[config.mk]
export PLATFORM = sky130hd
export DESIGN_NAME = swc_rtu_rsp_buffer
export DESIGN_NICKNAME = d
export VERILOG_FILES = /design/src/rtl/swc_rtu_rsp_buffer.sv
export SDC_FILE = /design/constraint.sdc
export NUM_CORES = 1
export LEC_CHECK = 0
export CORE_ASPECT_RATIO = 0.5
export CORE_UTILIZATION = 50
export DETAILED_ROUTE_END_ITERATION = 16
export PLACE_DENSITY = 0.67
export SLEW_MARGIN = 20
export SYNTH_ARGS = -nofsm -noshare
export SYNTH_HDL_FRONTEND = slang
export SYNTH_SLANG_ARGS = --single-unit
[constraint.sdc]
create_clock -name clk_i -period 6.38 [get_ports clk_i]
set_input_delay 0.957 -clock clk_i [delete_from_list [all_inputs] [get_ports clk_i]]
set_output_delay 0.957 -clock clk_i [all_outputs]
set_load 0.02 [all_outputs]
[src/rtl/swc_rtu_rsp_buffer.sv]
// Demultiplexes the shared RTU response channel into per-port FIFOs and presents each
// FIFO head to swcore as registered show-ahead outputs on a valid/ack handshake.
module swc_rtu_rsp_buffer #(
  parameter int unsigned g_num_ports      = 7,
  parameter int unsigned g_prio_width     = 3,
  parameter int unsigned g_fifo_depth     = 4,
  parameter int unsigned g_port_idx_width = 3
) (
  input  logic                                 clk_i,
  input  logic                                 rst_n_i,
  input  logic                                 rtu_valid_i,
  input  logic [g_port_idx_width-1:0]          rtu_port_i,
  input  logic [g_num_ports-1:0]               rtu_mask_i,
  input  logic                                 rtu_drop_i,
  input  logic [g_prio_width-1:0]              rtu_prio_i,
  output logic                                 rtu_ready_o,
  input  logic [g_num_ports-1:0]               rtu_flush_i,
  output logic [g_num_ports-1:0]               rtu_rsp_valid_o,
  input  logic [g_num_ports-1:0]               rtu_rsp_ack_i,
  output logic [g_num_ports*g_num_ports-1:0]   rtu_dst_port_mask_o,
  output logic [g_num_ports-1:0]               rtu_drop_o,
  output logic [g_num_ports*g_prio_width-1:0]  rtu_prio_o,
  output logic                                 err_bad_port_o
);

  localparam int unsigned N  = g_num_ports;
  localparam int unsigned P  = g_prio_width;
  localparam int unsigned PW = g_port_idx_width;
  localparam int unsigned AW = $clog2(g_fifo_depth);
  localparam int unsigned CW = AW + 1;
  localparam int unsigned DW = N + 1 + P;

  logic [DW-1:0] r_mem  [N][g_fifo_depth];
  logic [AW-1:0] r_rp   [N];
  logic [AW-1:0] r_wp   [N];
  logic [CW-1:0] r_cnt  [N];
  logic [DW-1:0] r_head [N];
  logic [N-1:0]  r_vld;
  logic          r_err;

  logic [DW-1:0] w_din;
  logic          w_in_range;
  logic          w_ready;
  logic [N-1:0]  w_full;
  logic [N-1:0]  w_push;
  logic [N-1:0]  w_pop;
  logic [AW-1:0] w_nxt_rp   [N];
  logic [AW-1:0] w_nxt_wp   [N];
  logic [CW-1:0] w_nxt_cnt  [N];
  logic [DW-1:0] w_nxt_head [N];

  assign w_din      = {rtu_mask_i, rtu_drop_i, rtu_prio_i};
  assign w_in_range = {1'b0, rtu_port_i} < (PW+1)'(N);

  // Ready reflects only the addressed FIFO; out-of-range responses are always sunk.
  always_comb begin
    w_ready = 1'b1;
    for (int p = 0; p < int'(N); p++) begin
      if (rtu_port_i == PW'(p)) w_ready = !w_full[p];
    end
  end

  assign rtu_ready_o = w_ready;

  // Next FIFO state and next show-ahead head, including a head written this cycle.
  always_comb begin
    for (int p = 0; p < int'(N); p++) begin
      w_full[p]     = (r_cnt[p] == CW'(g_fifo_depth));
      w_push[p]     = rtu_valid_i && w_in_range && (rtu_port_i == PW'(p)) && !w_full[p];
      w_pop[p]      = rtu_rsp_ack_i[p] && r_vld[p];
      w_nxt_rp[p]   = r_rp[p] + AW'(w_pop[p]);
      w_nxt_wp[p]   = r_wp[p] + AW'(w_push[p]);
      w_nxt_cnt[p]  = r_cnt[p] + CW'(w_push[p]) - CW'(w_pop[p]);
      w_nxt_head[p] = '0;
      if (rtu_flush_i[p]) begin
        w_nxt_rp[p]  = '0;
        w_nxt_wp[p]  = '0;
        w_nxt_cnt[p] = '0;
      end else if (w_nxt_cnt[p] != '0) begin
        if (w_push[p] && (w_nxt_rp[p] == r_wp[p])) w_nxt_head[p] = w_din;
        else                                       w_nxt_head[p] = r_mem[p][w_nxt_rp[p]];
      end
    end
  end

  always_ff @(posedge clk_i) begin
    for (int p = 0; p < int'(N); p++) begin
      if (w_push[p] && !rtu_flush_i[p]) r_mem[p][r_wp[p]] <= w_din;
    end
  end

  always_ff @(posedge clk_i or negedge rst_n_i) begin
    if (!rst_n_i) begin
      for (int p = 0; p < int'(N); p++) begin
        r_rp[p]   <= '0;
        r_wp[p]   <= '0;
        r_cnt[p]  <= '0;
        r_head[p] <= '0;
      end
      r_vld <= '0;
      r_err <= 1'b0;
    end else begin
      for (int p = 0; p < int'(N); p++) begin
        r_rp[p]   <= w_nxt_rp[p];
        r_wp[p]   <= w_nxt_wp[p];
        r_cnt[p]  <= w_nxt_cnt[p];
        r_head[p] <= w_nxt_head[p];
        r_vld[p]  <= (w_nxt_cnt[p] != '0);
      end
      r_err <= rtu_valid_i && !w_in_range;
    end
  end

  for (genvar p = 0; p < int'(N); p++) begin : g_out
    assign rtu_dst_port_mask_o[p*N +: N] = r_head[p][DW-1 -: N];
    assign rtu_drop_o[p]                 = r_head[p][P];
    assign rtu_prio_o[p*P +: P]          = r_head[p][P-1:0];
  end

  assign rtu_rsp_valid_o = r_vld;
  assign err_bad_port_o  = r_err;

endmodule

Yosys cells after proc, flatten, opt, wreduce, memory -nomap -nowiden
Memories as Yosys holds them, arrays and structs flattened. Cells that the tools add are included.

Register bits after elaboration: 134. Latch bits: 0. Bits in writable memories: 308. ROM bits: 0. Output and inout bits: 86. Logic and storage cells: 311. Memories: 1.

Memories: r_mem (depth 7, width 44, rd ports 7, clocked after Yosys merged registers in 0, wr ports 1, RTL line 33) `logic [DW-1:0] r_mem [N][g_fifo_depth];`.

$add $sub $neg: 28. Multiply operators: 0. Div/mod/pow operators: 0. Magnitude comparators: 22. Eq/ne operators: 20. Shift-type cells: 0. Mux-type cells: 116. Bitwise operators: 14. Reductions and logical operators: 80.

Operators by type and width (count): 2-to-1 mux 44 bit (19); 2-to-1 mux 11 bit (42); OR reduction 44 bit (6); binary-select mux 11 bit (select 2 bit) (7); demux 11 bit (select 2 bit) (7); logical AND 1 bit (44); greater-or-equal comparator 3 bit, second input constant (14); NOT 2 -> 3 bit (14); nonzero test 3 bit (14); 2-to-1 mux 3 bit (13); == test 3 bit, second input constant (10); adder 2 x 1 -> 2 bit (14); 2-to-1 mux 2 bit (14); adder 3 x 1 -> 3 bit (7); less-than comparator 3 x 1 -> 1 bit, second input constant (7); subtractor 3 x 1 -> 3 bit (7); zero test 1 bit (15); == test 2 bit (7); 2-to-1 mux 1 bit (14); == test 3 x 2 -> 1 bit, second input constant (2); == test 3 x 1 -> 1 bit, second input constant (1); zero test 3 bit (1); less-than comparator 3 bit, second input constant (1).

Depth between registers and ports, before layout
Gate-level depths: netlist of the first run.

Depth in word-level cells: 14. Depth in mapped cells: 14.

Worst setup path before layout of the first run
Ideal clock, no wire load.

Path kind: in2reg. Start point: input rtu_port_i[1]. End point: register r_head, in the netlist rtu_drop_o[3]. Setup time: 0.132 ns. Data arrival time: 3.285 ns. Required time: 6.248 ns. Path slack: 2.963 ns. Cell stages on the path: 14. Cells stage by stage: buf_4 nand4b_2 or2_1 clkbuf_1 ha_1 inv_1 ha_1 inv_1 fa_1 xor2_1 xnor2_1 a31o_2 clkbuf_1 nor2_1.

RTL lines: from (decl) (RTL line 12) `input logic [g_port_idx_width-1:0] rtu_port_i,`; to (signal, indexed assignment) (RTL line 107) `r_head[p] <= w_nxt_head[p];`; to (decl) (RTL line 37) `logic [DW-1:0] r_head [N];`.

Final worst setup path of the first run
Start point: input rtu_port_i[0]. End point: output rtu_ready_o.

Cells in the longest elaborated chain, start to end: 8. Elaborated cells between the ends (all ways): 14.

Ends and longest elaborated chain: zero test 3 bit (RTL line 59) `if (rtu_port_i == PW'(p)) w_ready = !w_full[p];`; 2-to-1 mux 1 bit (6 in series) (RTL line 59); 2-to-1 mux 1 bit (*) (RTL line 59); to (decl) (RTL line 16) `output logic rtu_ready_o,`.

Mark *: on every way between the ends. The rest lies on a longest branch, timed or not.

==> metrics.md, run 1 <==
| Metric | Value |
|---|---|
| First-pass GRT wire length | `between 50,000 and 60,000 um` |
| Crit Path Category | `input pin to output pin` |
| Detail Route Antenna Nets | `0` |
| Die X | `268 um` |
| Async SR Flop Fraction | `between 30% and 40%` |
| Final Setup Violations | `0` |
| Die height | `approximately 130 um` |
| Post-Synth Simple-Gate Area | `between 6 and 7%` |
| TNS Setup | `0 ns` |
| DR WL/cell | `21.2 um` |
| Cell Area, Placed | `19,600 um2` |
| Synth-to-Final Area Change | `17.7%` |
| Overall routed net length | `roughly 35,000 um` |
| Required @ worst endpoint | `about 5.4 ns` |
| CTS resizes | `0` |
| Maximum root-to-sink buffer count | `3` |
| CTS Hold Bufs | `0` |
| Root Buffer | `clkbuf_16` |
| Max Slew Vio Count | `0` |
| Synth Area in Compound Gates | `0.573%` |
| Via count | `8,864` |
| Die area | `around 36,000 um2` |
| Register-to-Register Setup Slack | `between 3 and 4 ns` |
| TritonCTS clock tree | `done` |
| PortBufs | `roughly 120` |
| Worst reg-to-reg path cell count | `11` |
| Number of global-route vias before repair | `between 9k and 10k` |
| Row cnt | `48` |
| Fin crit period | `about 4.0 ns` |
| HPWL after detailed placement | `between 20,000 and 25,000 um` |
| Net Count, Synth | `between 1k and 1.5k` |
| Initial antenna violation count | `0` |
| Main combinational cell family by area after synthesis | `multiplexers` |
| Mux share of post-synthesis cell area | `roughly 14%` |
| Crit start category | `input pin` |
| DR pass1 iterations | `5` |
| Worst slew margin | `~33%` |
| RSZ-0062 raised after global routing | `no` |
| Clock Skew | `around 0.0096 ns` |
| H-tree depth | `2` |
| Largest net degree at the start of global routing | `93` |
| Post-synthesis sequential area ratio | `just over 70%` |
| # fillers | `between 2k and 2.5k` |
| Syn_area_per_cell | `roughly 18 um2` |
| Core footprint | `approximately 35,000 um2` |
| DRT iter0 DRCs | `between 500 and 600` |
| CTS clock-pin slew for the worst setup and hold paths | `~0.070 ns` |
| Synth Register Bits | `about 440` |
| Post-synth cell types | `44` |
| Nets@finish | `1,186` |
| Num Clock Sinks | `between 400 and 500` |
| Total GRT Usage | `about a fifth` |
| Fraction of layout cells with a size suffix above 1 | `a little under a fifth` |
| Adder-Cell Fraction of Synth Area | `2.49%` |
| Final Wtd Congestion | `0.780` |
| Hold Crit Class | `input pin to asynchronous set/reset pin` |
| Pwr Density | `roughly 390 nW/um2` |
| Crit Path Max Fanout | `14` |
| Reg2reg start | `r_cnt[16]$_DFF_PN0_` |
| Mean number of vias per cell | `between 5 and 6` |
| Post-synth EDFFs | `308` |
| Outcome | `complete, no violations` |
| Worst-Skew Late Latency | `0.54 ns` |
| Worst hold slack | `0.517 ns` |
| Leakage | `~7.8 nW` |
| Final period utilization | `a little over three fifths` |
| Top_reg_cell synth | `edfxtp_1` |
| Mapped Cells | `a little under 1k` |
| R2r endpoint | `rtu_dst_port_mask_o[10]$_DFF_PN0_` |
| Drt drc | `0` |
| Overall power | `0.00804 W` |
| Max Fclk | `~0.25 GHz` |
| CP Capture Type | `output pin` |
| Worst VDD drop | `171 uV` |
| Gr ovfl total | `0` |
| I/O Pins | `around 120` |
| Starting Density | `between 50% and 60%` |
| CTS Buf Count | `40` |
| Synthesized cell area | `17,700 um2` |
| Critical path arrival | `around 3.0 ns` |
| Hold Fails Final Rpt | `0` |
| Max Cap Violations | `0` |
| Syn. warnings | `0` |
| Synth Area in XOR/XNOR | `roughly 2.8%` |
| Post-CTS Setup Bufs | `0` |
| Slew @ Worst Pin | `approximately 1.0 ns` |
| Post-layout instance area | `20,800 um2` |
worst max-delay path, cell delays in order:
cell             delay, ns
clkdlybuf4s50_1       0.67
nor4b_1               0.45
a211oi_1              0.10
a21oi_1               0.15
o221ai_1              0.13
clkdlybuf4s50_1       0.57
worst max-delay path by stage:
stage	slack [ns]	to	startpoint
floorplan	2.96	rtu_drop_o[3]$_DFF_PN0_	rtu_port_i[1]
global route	2.25	rtu_ready_o	rtu_port_i[0]
CTS	2.36	rtu_ready_o	rtu_port_i[0]
global placement	2.17	rtu_prio_o[9]$_DFF_PN0_	rtu_port_i[2]
detailed placement	1.98	rtu_dst_port_mask_o[4]$_DFF_PN0_	rtu_port_i[0]
finish	2.39	rtu_ready_o	rtu_port_i[0]
cells in the final DEF (no fill, tap or decap), drive strengths merged, types with 7 or more instances in the layout:
master	count
buf	38
nor4	9
nand2	8
mux2i	77
fa	7
nor2b	19
a31o	7
edfxtp	308
inv	38
xnor2	21
nor2	119
xor2	18
mux4	77
and3	7
clkbuf	61
dfrtp	134
nor4b	14
clkdlybuf4s50	115
ha	24
nor3b	7
clkinv	8
power by group:
part / total, W / leakage, nW / switching [W] / internal (W)
Clock: 0.00227 / 0.580 / 0.00102 / 0.00124
Sequential: 0.00353 / 4.56 / 0.000145 / 0.00338
Combinational: 0.00225 / 2.71 / 0.00117 / 0.00108
per-layer routing:
metal	GRT usage [%]	vias up	part of all wire (%)
met4	4.51	0	1.3
met3	3.08	34	3.7
met5	0	-	0
met1	28.0	4707	45
met2	32.9	153	50
li1	-	3970	-
registers in the layout, summed over array words and instances (netlist names):
| name | count |
|---|---|
| rtu_dst_port_mask_o | 49 |
| err_bad_port_o | 1 |
| rtu_rsp_valid_o | 7 |
| rtu_drop_o | 7 |
| r_rp | 14 |
| r_wp | 14 |
| r_mem | 308 |
| r_cnt | 21 |
| rtu_prio_o | 21 |
area by class of cell:
class                   instances  area, um2  area share, %
clock inverters                13        101          0.487
clock buffers                  61       1100           5.29
well taps                     475        594           2.86
inverters                      35        131          0.631
flip-flops and latches        442      12600           60.6
multi-input cells             452       4830           23.2
diodes                          1       2.50         0.0120
repair buffers                153       1440           6.94
Yosys cell counts (13+ instances only):
| library cell | instances | area share (%) |
|---|---|---|
| edfxtp_1 | 308 | 52 |
| dfrtp_1 | 134 | 19 |
| nor2_1 | 119 | 2.5 |
| mux2i_1 | 77 | 4.4 |
| mux4_2 | 77 | 9.8 |
| inv_1 | 35 | 0.74 |
| clkbuf_1 | 24 | 0.51 |
| ha_1 | 24 | 1.7 |
| xnor2_1 | 21 | 1.0 |
| nor2b_1 | 19 | 0.67 |
| xor2_1 | 18 | 0.89 |
| nor4b_1 | 13 | 0.64 |
logic make-up (layout without fill, tap and decap cells):
group                    after synthesis  in the layout
flip-flops                           442            442
AND/OR/NAND/NOR                      208            208
multiplexers                         154            154
buffers and inverters                 78            262
XOR/XNOR                              46             46
adder cells (fa/ha/maj)               31             31
AO/OA/AOI/OAI                         13             13
other                                  0              1
per-stage QoR:
stage          worst slack, ns  instances  util [%]
2_1_floorplan             2.96        972         -
3_3_place_gp              2.17       1556      56.5
3_5_place_dp              1.98       1556      56.5
4_1_cts                   2.36       1630      60.0
5_1_grt                   2.25       1631      60.0
6_report                  2.39       1632      60.1
(Power assumes the default switching activity.)
==> run 2: changes to the inputs <==
clock period = 3.7 ns   (was 6.38 ns; I/O delays follow)
==> run 2 against run 1 <==
Compared with the run above:
- the run now ends with hold timing left
- sequential cell count is the same
- critical endpoint unchanged
- sequential share of layout area is 0.95 points lower
- design area up 1.6%
- largest cell class unchanged
- hold slack worse by 0.53 ns
- clock-buffer cell count fell by 6
- setup slack lost 1.8 ns
- clock skew is 0.00060 ns lower
- sequential power is 72% higher
==> metrics.md, run 2 (synthesized netlist as in run 1, its figures left out) <==
| Metric | Value |
|---|---|
| Initial antenna violation count | `1 (was 0)` |
| RSZ-0062 raised after global routing | `no (unchanged)` |
| Slew @ Worst Pin | `1.09 ns (was 1.00 ns)` |
| CTS clock-pin slew for the worst setup and hold paths | `0.07 ns (about the same)` |
| Die height | `135 um (unchanged)` |
| Outcome | `complete, but fails checks (was complete, no violations)` |
| Final Wtd Congestion | `0.769 (was 0.780)` |
| Die X | `268 um (unchanged)` |
| Mean number of vias per cell | `5.38 (was 5.43)` |
| Core footprint | `34,700 um2 (unchanged)` |
| Required @ worst endpoint | `3.14 ns (was 5.42 ns)` |
| Drt drc | `0 (unchanged)` |
| Post-CTS Setup Bufs | `0 (unchanged)` |
| N_diodes | `0 (was 1)` |
| Failing checks | `hold timing` |
| Fraction of layout cells with a size suffix above 1 | `21.3% (was 18.2%)` |
| First-pass GRT wire length | `54,100 um (was 53,100 um)` |
| Max Cap Violations | `0 (unchanged)` |
| Crit start category | `input pin (unchanged)` |
| DRT iter0 DRCs | `503 (was 559)` |
| Num Clock Sinks | `442 (unchanged)` |
| Maximum root-to-sink buffer count | `3 (unchanged)` |
| Max Slew Vio Count | `0 (unchanged)` |
| Row cnt | `48 (unchanged)` |
| Worst hold slack | `-0.0136 ns (was 0.517 ns)` |
| H-tree depth | `2 (unchanged)` |
| Hold Crit Class | `input pin to asynchronous set/reset pin (unchanged)` |
| PortBufs | `116 (unchanged)` |
| Crit Path Category | `input pin to output pin (unchanged)` |
| DR pass1 iterations | `4 (was 5)` |
| CTS Buf Count | `40 (unchanged)` |
| Nets@finish | `1,223 (was 1,186)` |
| Final Setup Violations | `0 (unchanged)` |
| Critical path arrival | `2.60 ns (was 3.03 ns)` |
| Die area | `36,200 um2 (unchanged)` |
| Most frequent cells in the layout | `edfxtp_1, dfrtp_1, nor2_1 (unchanged)` |
| Worst slew margin | `27.0% (was 32.6%)` |
| Cell Area, Placed | `19,900 um2 (was 19,600 um2)` |
| DR WL/cell | `21.0 um (was 21.2 um)` |
| HPWL after detailed placement | `22,000 um (was 20,700 um)` |
| Leakage | `8.08 nW (was 7.85 nW)` |
| Final period utilization | `between 80% and 90%` |
| Post-layout instance area | `21,100 um2 (was 20,800 um2)` |
| Overall power | `0.0142 W (was 0.00804 W)` |
| Max Fclk | `between 0.3 and 0.4 GHz` |
| Worst VDD drop | `279 uV (was 171 uV)` |
| Via count | `8,962 (was 8,864)` |
| Worst-Skew Late Latency | `0.53 ns (was 0.54 ns)` |
| CTS resizes | `0 (unchanged)` |
| Largest net degree at the start of global routing | `63 (was 93)` |
| Hold Fails Final Rpt | `7 (was 0)` |
| I/O Pins | `117 (unchanged)` |
| Detail Route Antenna Nets | `0 (unchanged)` |
| Most common cell after layout, fill and taps aside | `edfxtp_1 (unchanged)` |
| Max reg flops | `308 (unchanged)` |
| Synth-to-Final Area Change | `19.6% (was 17.7%)` |
| CTS Hold Bufs | `0 (unchanged)` |
| Crit Path Max Fanout | `7 (was 14)` |
| Root Buffer | `clkbuf_16 (unchanged)` |
| Gr ovfl total | `0 (unchanged)` |
| TNS Setup | `0 ns (unchanged)` |
| Overall routed net length | `35,000 um (was 34,600 um)` |
| TritonCTS clock tree | `done (unchanged)` |
| Total GRT Usage | `20.0% (was 19.8%)` |
| Starting Density | `51.0% (unchanged)` |
| Clock Skew | `0.00895 ns (was 0.00955 ns)` |
| Fin crit period | `3.15 ns` |
| CP Capture Type | `output pin (unchanged)` |
| Number of global-route vias before repair | `9,467 (was 9,208)` |
| Pwr Density | `670 nW/um2 (was 387 nW/um2)` |
## run 2: area by class of cell
type                            instances  area, um2
Fill cell                            2524      13500
Sequential cell                       442      12600
Multi-Input combinational cell        452       4810
Timing Repair Buffer                  190       1700
Clock buffer                           55       1140
Tap cell                              475        594
Clock inverter                         17        165
Inverter                               35        131
## run 2: report_power, final
| group | internal (W) | total (W) | leakage (nW) | switching, W |
|---|---|---|---|---|
| clock network | 0.00237 | 0.00410 | 0.630 | 0.00173 |
| registers | 0.00583 | 0.00608 | 4.56 | 0.000252 |
| logic | 0.00193 | 0.00397 | 2.89 | 0.00204 |
| total | 0.0101 | 0.0142 | 8.08 | 0.00403 |
## run 2: per-layer routing
| metal | part of all wire, % | track usage [%] |
|---|---|---|
| met2 | 50 | 33.4 |
| met3 | 4.3 | 3.61 |
| met5 | 0 | 0 |
| met1 | 44 | 27.6 |
| met4 | 1.8 | 5.02 |
## run 2: stage by stage
step	hold slack (ns)	util [%]	std cells	worst slack (ns)
floorplan	0.259	-	972	0.685
global placement	0.572	57.3	1594	0.194
global route	0.0279	61.0	1666	0.383
detailed placement	0.589	57.3	1594	0.0520
finish	-0.0136	61.0	1666	0.549
CTS	0.0177	61.1	1666	0.567
## run 2: path summary, 6_finish.rpt
kind                       slack [ns]  cells after the start                start                                end
setup / recovery                 0.55                      7        rtu_port_i[0]                        rtu_ready_o
hold / removal                  -0.01                      1              rst_n_i                  r_rp[1]$_DFF_PN0_
setup reg to reg                 0.73                     11  r_cnt[13]$_DFF_PN0_  rtu_dst_port_mask_o[14]$_DFF_PN0_
hold reg to reg                  0.64                      2  r_cnt[16]$_DFF_PN0_                r_cnt[17]$_DFF_PN0_
max in group asynchronous        2.87                      2              rst_n_i                 r_rp[13]$_DFF_PN0_
min in group clk_i               0.56                      1        rtu_mask_i[0]             r_mem[0][37]$_DFFE_PP_
## run 2: worst max-delay path, stage by stage
cell,delay [ns]
clkdlybuf4s50_1,0.55
buf_4,0.22
nor4b_1,0.34
a211oi_1,0.10
a21oi_1,0.13
o221ai_1,0.13
clkdlybuf4s50_1,0.57
